--- src/rtl/neuro_pkg.sv ---
// Shared definitions for the 5x5 Hopfield pattern front end:
// grid geometry, entry FSM states, LFSR constants and small helpers.
package neuro_pkg;

  localparam int GRID  = 5;
  localparam int NCELL = GRID * GRID;

  // Entry FSM: editing, applying noise flips, offering the pattern.
  typedef enum logic [1:0] {
    EDIT  = 2'd0,
    NOISE = 2'd1,
    OFFER = 2'd2
  } state_t;

  // Observation bundle for checkers and bring-up.
  typedef struct packed {
    state_t     state;
    logic [3:0] flips_left;
    logic [5:0] btn_level;
  } dbg_t;

  localparam logic [15:0] LFSR_SEED = 16'hACE1;
  // Fibonacci taps, 1-based bit positions 16,14,13,11.
  localparam int TAP_A = 16;
  localparam int TAP_B = 14;
  localparam int TAP_C = 13;
  localparam int TAP_D = 11;

  function automatic logic [15:0] lfsr_next(input logic [15:0] v);
    logic fb;
    fb = v[TAP_A-1] ^ v[TAP_B-1] ^ v[TAP_C-1] ^ v[TAP_D-1];
    return {v[14:0], fb};
  endfunction

  // Row/column stepping with wrap-around over 0..4.
  function automatic logic [2:0] wrap_inc(input logic [2:0] v);
    return (v == 3'd4) ? 3'd0 : v + 3'd1;
  endfunction

  function automatic logic [2:0] wrap_dec(input logic [2:0] v);
    return (v == 3'd0) ? 3'd4 : v - 3'd1;
  endfunction

endpackage

--- src/rtl/btn_debounce.sv ---
// Debouncer for one active-low raw button: 2-FF synchronizer, stability
// counter, and a one-cycle press pulse on the debounced 1->0 transition.
module btn_debounce #(
  parameter int DB_BITS = 16
) (
  input  logic clk,
  input  logic rst,
  input  logic raw,
  output logic level,
  output logic press
);

  logic               r_sync1;
  logic               r_sync2;
  logic               r_level;
  logic               r_press;
  logic [DB_BITS-1:0] r_cnt;

  // Bring the asynchronous raw level into the clock domain (idle = released).
  always_ff @(posedge clk or negedge rst) begin
    if (!rst) begin
      r_sync1 <= 1'b1;
      r_sync2 <= 1'b1;
    end else begin
      r_sync1 <= raw;
      r_sync2 <= r_sync1;
    end
  end

  // Accept a new level only after 2^DB_BITS consecutive differing cycles;
  // any agreeing cycle restarts the count.
  always_ff @(posedge clk or negedge rst) begin
    if (!rst) begin
      r_cnt   <= '0;
      r_level <= 1'b1;
      r_press <= 1'b0;
    end else begin
      r_press <= 1'b0;
      if (r_sync2 != r_level) begin
        if (r_cnt == {DB_BITS{1'b1}}) begin
          r_level <= r_sync2;
          r_cnt   <= '0;
          r_press <= r_level & ~r_sync2;
        end else begin
          r_cnt <= r_cnt + 1'b1;
        end
      end else begin
        r_cnt <= '0;
      end
    end
  end

  assign level = r_level;
  assign press = r_press;

endmodule

--- src/rtl/pattern_entry.sv ---
// Pattern entry stage: debounced buttons drive a cursor and toggle cells of
// a 5x5 edit buffer; commit snapshots it (optionally noised) and offers it.
//
// Handshake: pat_valid is high exactly while the FSM is in OFFER. pat_data is
// frozen for that whole interval. A transfer happens on the clock edge where
// pat_valid and pat_ready are both high; the FSM then returns to EDIT. Only
// reset can drop pat_valid without a transfer.
module pattern_entry
  import neuro_pkg::*;
#(
  parameter int DB_BITS     = 16,
  parameter int NOISE_FLIPS = 3,
  parameter int BLINK_BIT   = 22
) (
  input  logic              clk,
  input  logic              rst,
  input  logic [3:0]        btn,
  input  logic              Abtn,
  input  logic              Bbtn,
  input  logic              noise_en,
  output logic [NCELL-1:0]  edit_buf,
  output logic [4:0]        cursor,
  output logic              blink,
  output logic              pat_valid,
  input  logic              pat_ready,
  output logic [NCELL-1:0]  pat_data,
  output dbg_t              dbg
);

  localparam logic [4:0] NCELL5 = 5'(NCELL);

  logic [5:0]         w_raw;
  logic [5:0]         w_level;
  logic [5:0]         w_press;
  logic [4:0]         w_idx;
  state_t             r_state;
  state_t             w_state_nxt;
  logic               w_do_commit;
  logic               w_do_toggle;
  logic               w_do_up;
  logic               w_do_down;
  logic               w_do_left;
  logic               w_do_right;
  logic               w_flip_en;
  logic [2:0]         r_row;
  logic [2:0]         r_col;
  logic [NCELL-1:0]   r_edit;
  logic [NCELL-1:0]   r_pat;
  logic [3:0]         r_flip_cnt;
  logic [15:0]        r_lfsr;
  logic [BLINK_BIT:0] r_blink_cnt;

  // Raw inputs: [3:0] up/down/left/right, [4] toggle, [5] commit.
  assign w_raw = {Bbtn, Abtn, btn};

  for (genvar i = 0; i < 6; i++) begin : g_db
    btn_debounce #(.DB_BITS(DB_BITS)) u_db (
      .clk   (clk),
      .rst   (rst),
      .raw   (w_raw[i]),
      .level (w_level[i]),
      .press (w_press[i])
    );
  end

  assign w_idx = r_lfsr[4:0];

  // State register.
  always_ff @(posedge clk or negedge rst) begin
    if (!rst) r_state <= EDIT;
    else      r_state <= w_state_nxt;
  end

  // Next state and one-hot action strobes; only the highest-priority event acts.
  always_comb begin
    w_state_nxt = r_state;
    w_do_commit = 1'b0;
    w_do_toggle = 1'b0;
    w_do_up     = 1'b0;
    w_do_down   = 1'b0;
    w_do_left   = 1'b0;
    w_do_right  = 1'b0;
    w_flip_en   = 1'b0;
    case (r_state)
      EDIT: begin
        if (w_press[5]) begin
          w_do_commit = 1'b1;
          w_state_nxt = (noise_en && (NOISE_FLIPS > 0)) ? NOISE : OFFER;
        end else if (w_press[4]) begin
          w_do_toggle = 1'b1;
        end else if (w_press[0]) begin
          w_do_up = 1'b1;
        end else if (w_press[1]) begin
          w_do_down = 1'b1;
        end else if (w_press[2]) begin
          w_do_left = 1'b1;
        end else if (w_press[3]) begin
          w_do_right = 1'b1;
        end
      end
      NOISE: begin
        // Out-of-grid LFSR indices are skipped without consuming a flip.
        if (w_idx < NCELL5) begin
          w_flip_en = 1'b1;
          if (r_flip_cnt == 4'd1) w_state_nxt = OFFER;
        end
      end
      OFFER: begin
        if (pat_ready) w_state_nxt = EDIT;
      end
      default: w_state_nxt = EDIT;
    endcase
  end

  // Cursor, edit buffer, committed pattern, flip counter and free-running LFSR.
  always_ff @(posedge clk or negedge rst) begin
    if (!rst) begin
      r_row      <= 3'd0;
      r_col      <= 3'd0;
      r_edit     <= '0;
      r_pat      <= '0;
      r_flip_cnt <= 4'd0;
      r_lfsr     <= LFSR_SEED;
    end else begin
      r_lfsr <= lfsr_next(r_lfsr);
      if (w_do_toggle) r_edit <= r_edit ^ (25'd1 << cursor);
      if (w_do_up)     r_row  <= wrap_dec(r_row);
      if (w_do_down)   r_row  <= wrap_inc(r_row);
      if (w_do_left)   r_col  <= wrap_dec(r_col);
      if (w_do_right)  r_col  <= wrap_inc(r_col);
      if (w_do_commit) begin
        r_pat      <= r_edit;
        r_flip_cnt <= 4'(NOISE_FLIPS);
      end else if (w_flip_en) begin
        r_pat      <= r_pat ^ (25'd1 << w_idx);
        r_flip_cnt <= r_flip_cnt - 4'd1;
      end
    end
  end

  // Free-running counter for the cursor blink overlay.
  always_ff @(posedge clk or negedge rst) begin
    if (!rst) r_blink_cnt <= '0;
    else      r_blink_cnt <= r_blink_cnt + 1'b1;
  end

  assign cursor    = ({2'b00, r_row} << 2) + {2'b00, r_row} + {2'b00, r_col};
  assign edit_buf  = r_edit;
  assign pat_data  = r_pat;
  assign pat_valid = (r_state == OFFER);
  assign blink     = r_blink_cnt[BLINK_BIT];

  assign dbg.state      = r_state;
  assign dbg.flips_left = r_flip_cnt;
  assign dbg.btn_level  = w_level;

endmodule

--- config.mk ---
export PLATFORM = sky130hd
export DESIGN_NAME = pattern_entry
export DESIGN_NICKNAME = d
export VERILOG_FILES = /design/src/rtl/neuro_pkg.sv /design/src/rtl/btn_debounce.sv /design/src/rtl/pattern_entry.sv
export SDC_FILE = /design/constraint.sdc
export NUM_CORES = 1
export LEC_CHECK = 0
export CORE_UTILIZATION = 30
export CTS_BUF_LIST = sky130_fd_sc_hd__clkbuf_2 sky130_fd_sc_hd__clkbuf_4 sky130_fd_sc_hd__clkbuf_8
export DETAILED_ROUTE_END_ITERATION = 10
export SYNTH_ARGS = -nofsm -noshare
export SYNTH_HDL_FRONTEND = slang
export SYNTH_SLANG_ARGS = --single-unit
--- constraint.sdc ---
create_clock -name clk -period 3.6 [get_ports clk]
set_input_delay 0.9 -clock clk [delete_from_list [all_inputs] [get_ports clk]]
set_output_delay 0.9 -clock clk [all_outputs]
set_load 0.05 [all_outputs]
==> summary.md <==
| Metric | Value |
|---|---|
| Outcome | finished clean |
| CP cell instances | fa_1, ha_1, a21o_1, nor3_4, nor2_2, buf_12 |
| Seq/Total Area, Yosys | 0.536 |
| First DRT Iteration DRCs | 410 |
| Die height | approximately 190 um |
| Dpl ws | a little over 0.3 ns |
| H-tree levels | 2 |
| Pwr Total | 5390 uW |
| Worst slew pin tran | 1.05 ns |
| Clk_skew | 0.0176 ns |
| Avg Cell Area, Syn | about 11 um^2 |
| Max Clock Freq | between 200 and 300 MHz |
| Setup crit end kind | output pin |
| Clk network pwr share | 0.506 |
| Crit path launch type | flop |
| Wire length of the first global-routing pass | between 30000 and 40000 um |
| Most used DFF post-synth | dfrtp_1 |
| Number of placement rows | 67 |
| Pint | approximately 4200 uW |
| Final hold viol count | 0 |
| CTS hold repair buffers | 0 |
| Filler-free cell count of the finished design | ~1600 |
| CTS Buffer Depth | 3 |
| Reg2reg start | r_row[0] |
| Max_cap viols | 0 |
| Initial antenna violation count | 0 |
| Worst Hold Class | input pin to asynchronous set/reset pin |
| Comb power frac | 0.023 |
| Diodes inserted | 0 |
| Vias in the first global route | 7286 |
| PnR worst setup slack | 0.130 ns |
| CTS clk-pin slew, worst paths | 0.06 ns |
| CTS root buf | clkbuf_8 |
| Via count | 7541 |
| Drt via density | between 4 and 5 |
| Data arrival, critical path | ~2.6 ns |
| Max-slew violations | 0 |
| Largest net degree at the start of global routing | 72 |
| Share of cells above drive strength 1 | 0.132 |
| Worst path max stage delay | approximately 0.47 ns |
| Residual DRC count | 0 |
| Sw frac | 0.218 |
| DR WL/cell | ~14 um |
| Sink Count | about 220 |
| Post-synth EDFFs | 0 |
| Antenna Nets Post-Route | 0 |
| Count of different cell masters after synthesis | 54 |
| Setup TNS Final | 0 ns |
| Mapped Nets | about 1000 |
| Lkg Pwr | about 0.0052 uW |
| Crit path max fanout | 8 |
| Cell area power density | around 420 nW/um^2 |
| Total wire length | 22400 um |
| Gr ovfl total | 0 |
| Total track usage | 0.130 |
| Crit share post-route | 0.964 |
| TritonCTS clock tree | done |
| VDD IR max | ~0.25 mV |
| Mapped cell area | 10400 um^2 |
| Top-Level Pins | 79 |
| Seq cells post-synth | roughly 220 |
| Die W | between 150 and 200 um |
| Slowest cell on the critical path | dfrtp_2 |
| Worst path required time | 2.70 ns |
| Worst skew pair latency | ~0.54 ns |
| Final Wtd Congestion | 0.810 |
| Placed Cells | 1475 |
| Core area | roughly 34000 um^2 |
| CP Launch Point | r_row[0] |
| P_sw | roughly 1200 uW |
| Initial core utilization | 0.307 |
| DP HPWL | ~16000 um |
| Final nets | about 1100 |
| Synth async-reset ratio | 1.00 |
| Most common cell after layout, fill and taps aside | dfrtp_1 |
| Flop pwr share | 0.471 |
| Yosys warns | 0 |
| CTS Buf Count | 40 |
| Crit path buffers/inverters | 1 |
| Final setup fails | 0 |
| Period minus WS final | roughly 3.5 ns |
| Drt pass-1 iters | 6 |
| WS Path Type | flop to output pin |
| IO buf count | 78 |
| Die footprint | ~35000 um^2 |
| Most frequent cells in the layout | dfrtp_1 (193), nor2_1 (121), xnor2_1 (86) |
| Gate count after technology mapping | about 970 |
| Unrepaired setup endpoints after global routing | false |
| Area Overhead vs Synth | 22.2% |
| CP top delay family | adder cells |
| Worst hold margin | ~0.29 ns |
| Slew headroom | 0.299 |
worst paths after layout:
path / to / slack (ns) / cells past startpoint
worst max-delay path: cursor[4] / 0.13 / 6
worst min-delay path: g_db[3].u_db.r_cnt[8] / 0.29 / 1
worst max register to register: edit_buf[7] / 0.65 / 7
worst min register to register: r_lfsr[9] / 0.35 / 0
max in group asynchronous: r_blink_cnt[6] / 2.44 / 2
min in group clk: r_lfsr[9] / 0.35 / 0
power groups by stage:
| stage | combinational (uW) | clock, uW | sequential (uW) |
|---|---|---|---|
| detailed placement | 130 | 0 | 2580 |
| global placement | 128 | 0 | 2580 |
| finish | 123 | 2730 | 2540 |
| global route | 145 | 2940 | 2540 |
| floorplan | 50.1 | 0 | 2570 |
| CTS | 130 | 2830 | 2540 |
through the flow:
stage | utilization | area (um^2)
2_1_floorplan | - | 10400
3_3_place_gp | 0.345 | 11700
3_5_place_dp | 0.345 | 11700
4_1_cts | 0.374 | 12600
5_1_grt | 0.375 | 12700
6_report | 0.375 | 12700
logic make-up after synthesis:
kind of cell | after synthesis | share of synthesized area
AOI/OAI and AO/OA | 122 | 0.0807
xor gates and xnor gates | 130 | 0.110
adders and majority gates | 31 | 0.0388
buffers and inverters | 57 | 0.0237
DFF | 221 | 0.536
muxes | 13 | 0.0140
and+or+nand+nor | 397 | 0.197
cells in the mapped netlist (2+ instances only):
cell type | n | area (um^2)
nor2_1 | 122 | 458
o311ai_0 | 25 | 219
nand3b_1 | 6 | 45.0
nand2_1 | 63 | 236
dfstp_2 | 26 | 683
o22ai_1 | 2 | 12.5
xor2_1 | 44 | 385
xnor2_1 | 86 | 753
mux2_2 | 12 | 135
or3_1 | 11 | 68.8
buf_2 | 2 | 10.0
fa_1 | 2 | 40.0
and3_1 | 13 | 81.3
nand3_1 | 53 | 265
a21o_1 | 2 | 15.0
nand2b_1 | 4 | 25.0
a21oi_1 | 15 | 75.1
or2_2 | 2 | 12.5
a31o_2 | 5 | 43.8
o211ai_1 | 26 | 195
clkbuf_1 | 17 | 63.8
a211oi_1 | 6 | 45.0
or3b_1 | 2 | 17.5
and4_1 | 19 | 166
nor3_1 | 25 | 125
nor4_1 | 24 | 150
nor2b_1 | 4 | 25.0
nand4b_1 | 6 | 52.6
o21ai_0 | 34 | 170
dfrtp_1 | 195 | 4880
inv_1 | 30 | 113
and2_1 | 2 | 12.5
buf_4 | 6 | 45.0
nand4_1 | 32 | 200
ha_1 | 29 | 363
layer usage:
layer  share of wire  GRT usage  vias to the layer above
li1                -          -                     3681
met2            0.44      0.197                      154
met4           0.017     0.0366                        0
met1            0.49      0.183                     3673
met5               0          0                        -
met3           0.052     0.0316                       33
area by class of cell:
class	count	area, um^2
fillers	3328	21100
flip-flops and latches	221	5570
multi-input cells	693	4620
repair buffers	86	875
clock buffers	59	762
well taps	448	561
clock inverters	15	188
inverters	30	113
timing repair:
action	4_1_cts	5_1_grt
gates resized for setup	7	6
endpoints found under the setup margin	3	1
pin swaps	1	2
buffers inserted	0	3
registers in the layout (all words and copies together), names as in the netlist:
name               count
edit_buf              25
g_db.u_db.level        6
g_db.u_db.press        6
g_db.u_db.r_cnt       96
g_db.u_db.r_sync1      6
g_db.u_db.r_sync2      6
pat_data              25
r_blink_cnt           23
r_col                  3
r_flip_cnt             4
r_lfsr                16
r_row                  3
r_state                2
(Power assumes the default switching activity.)
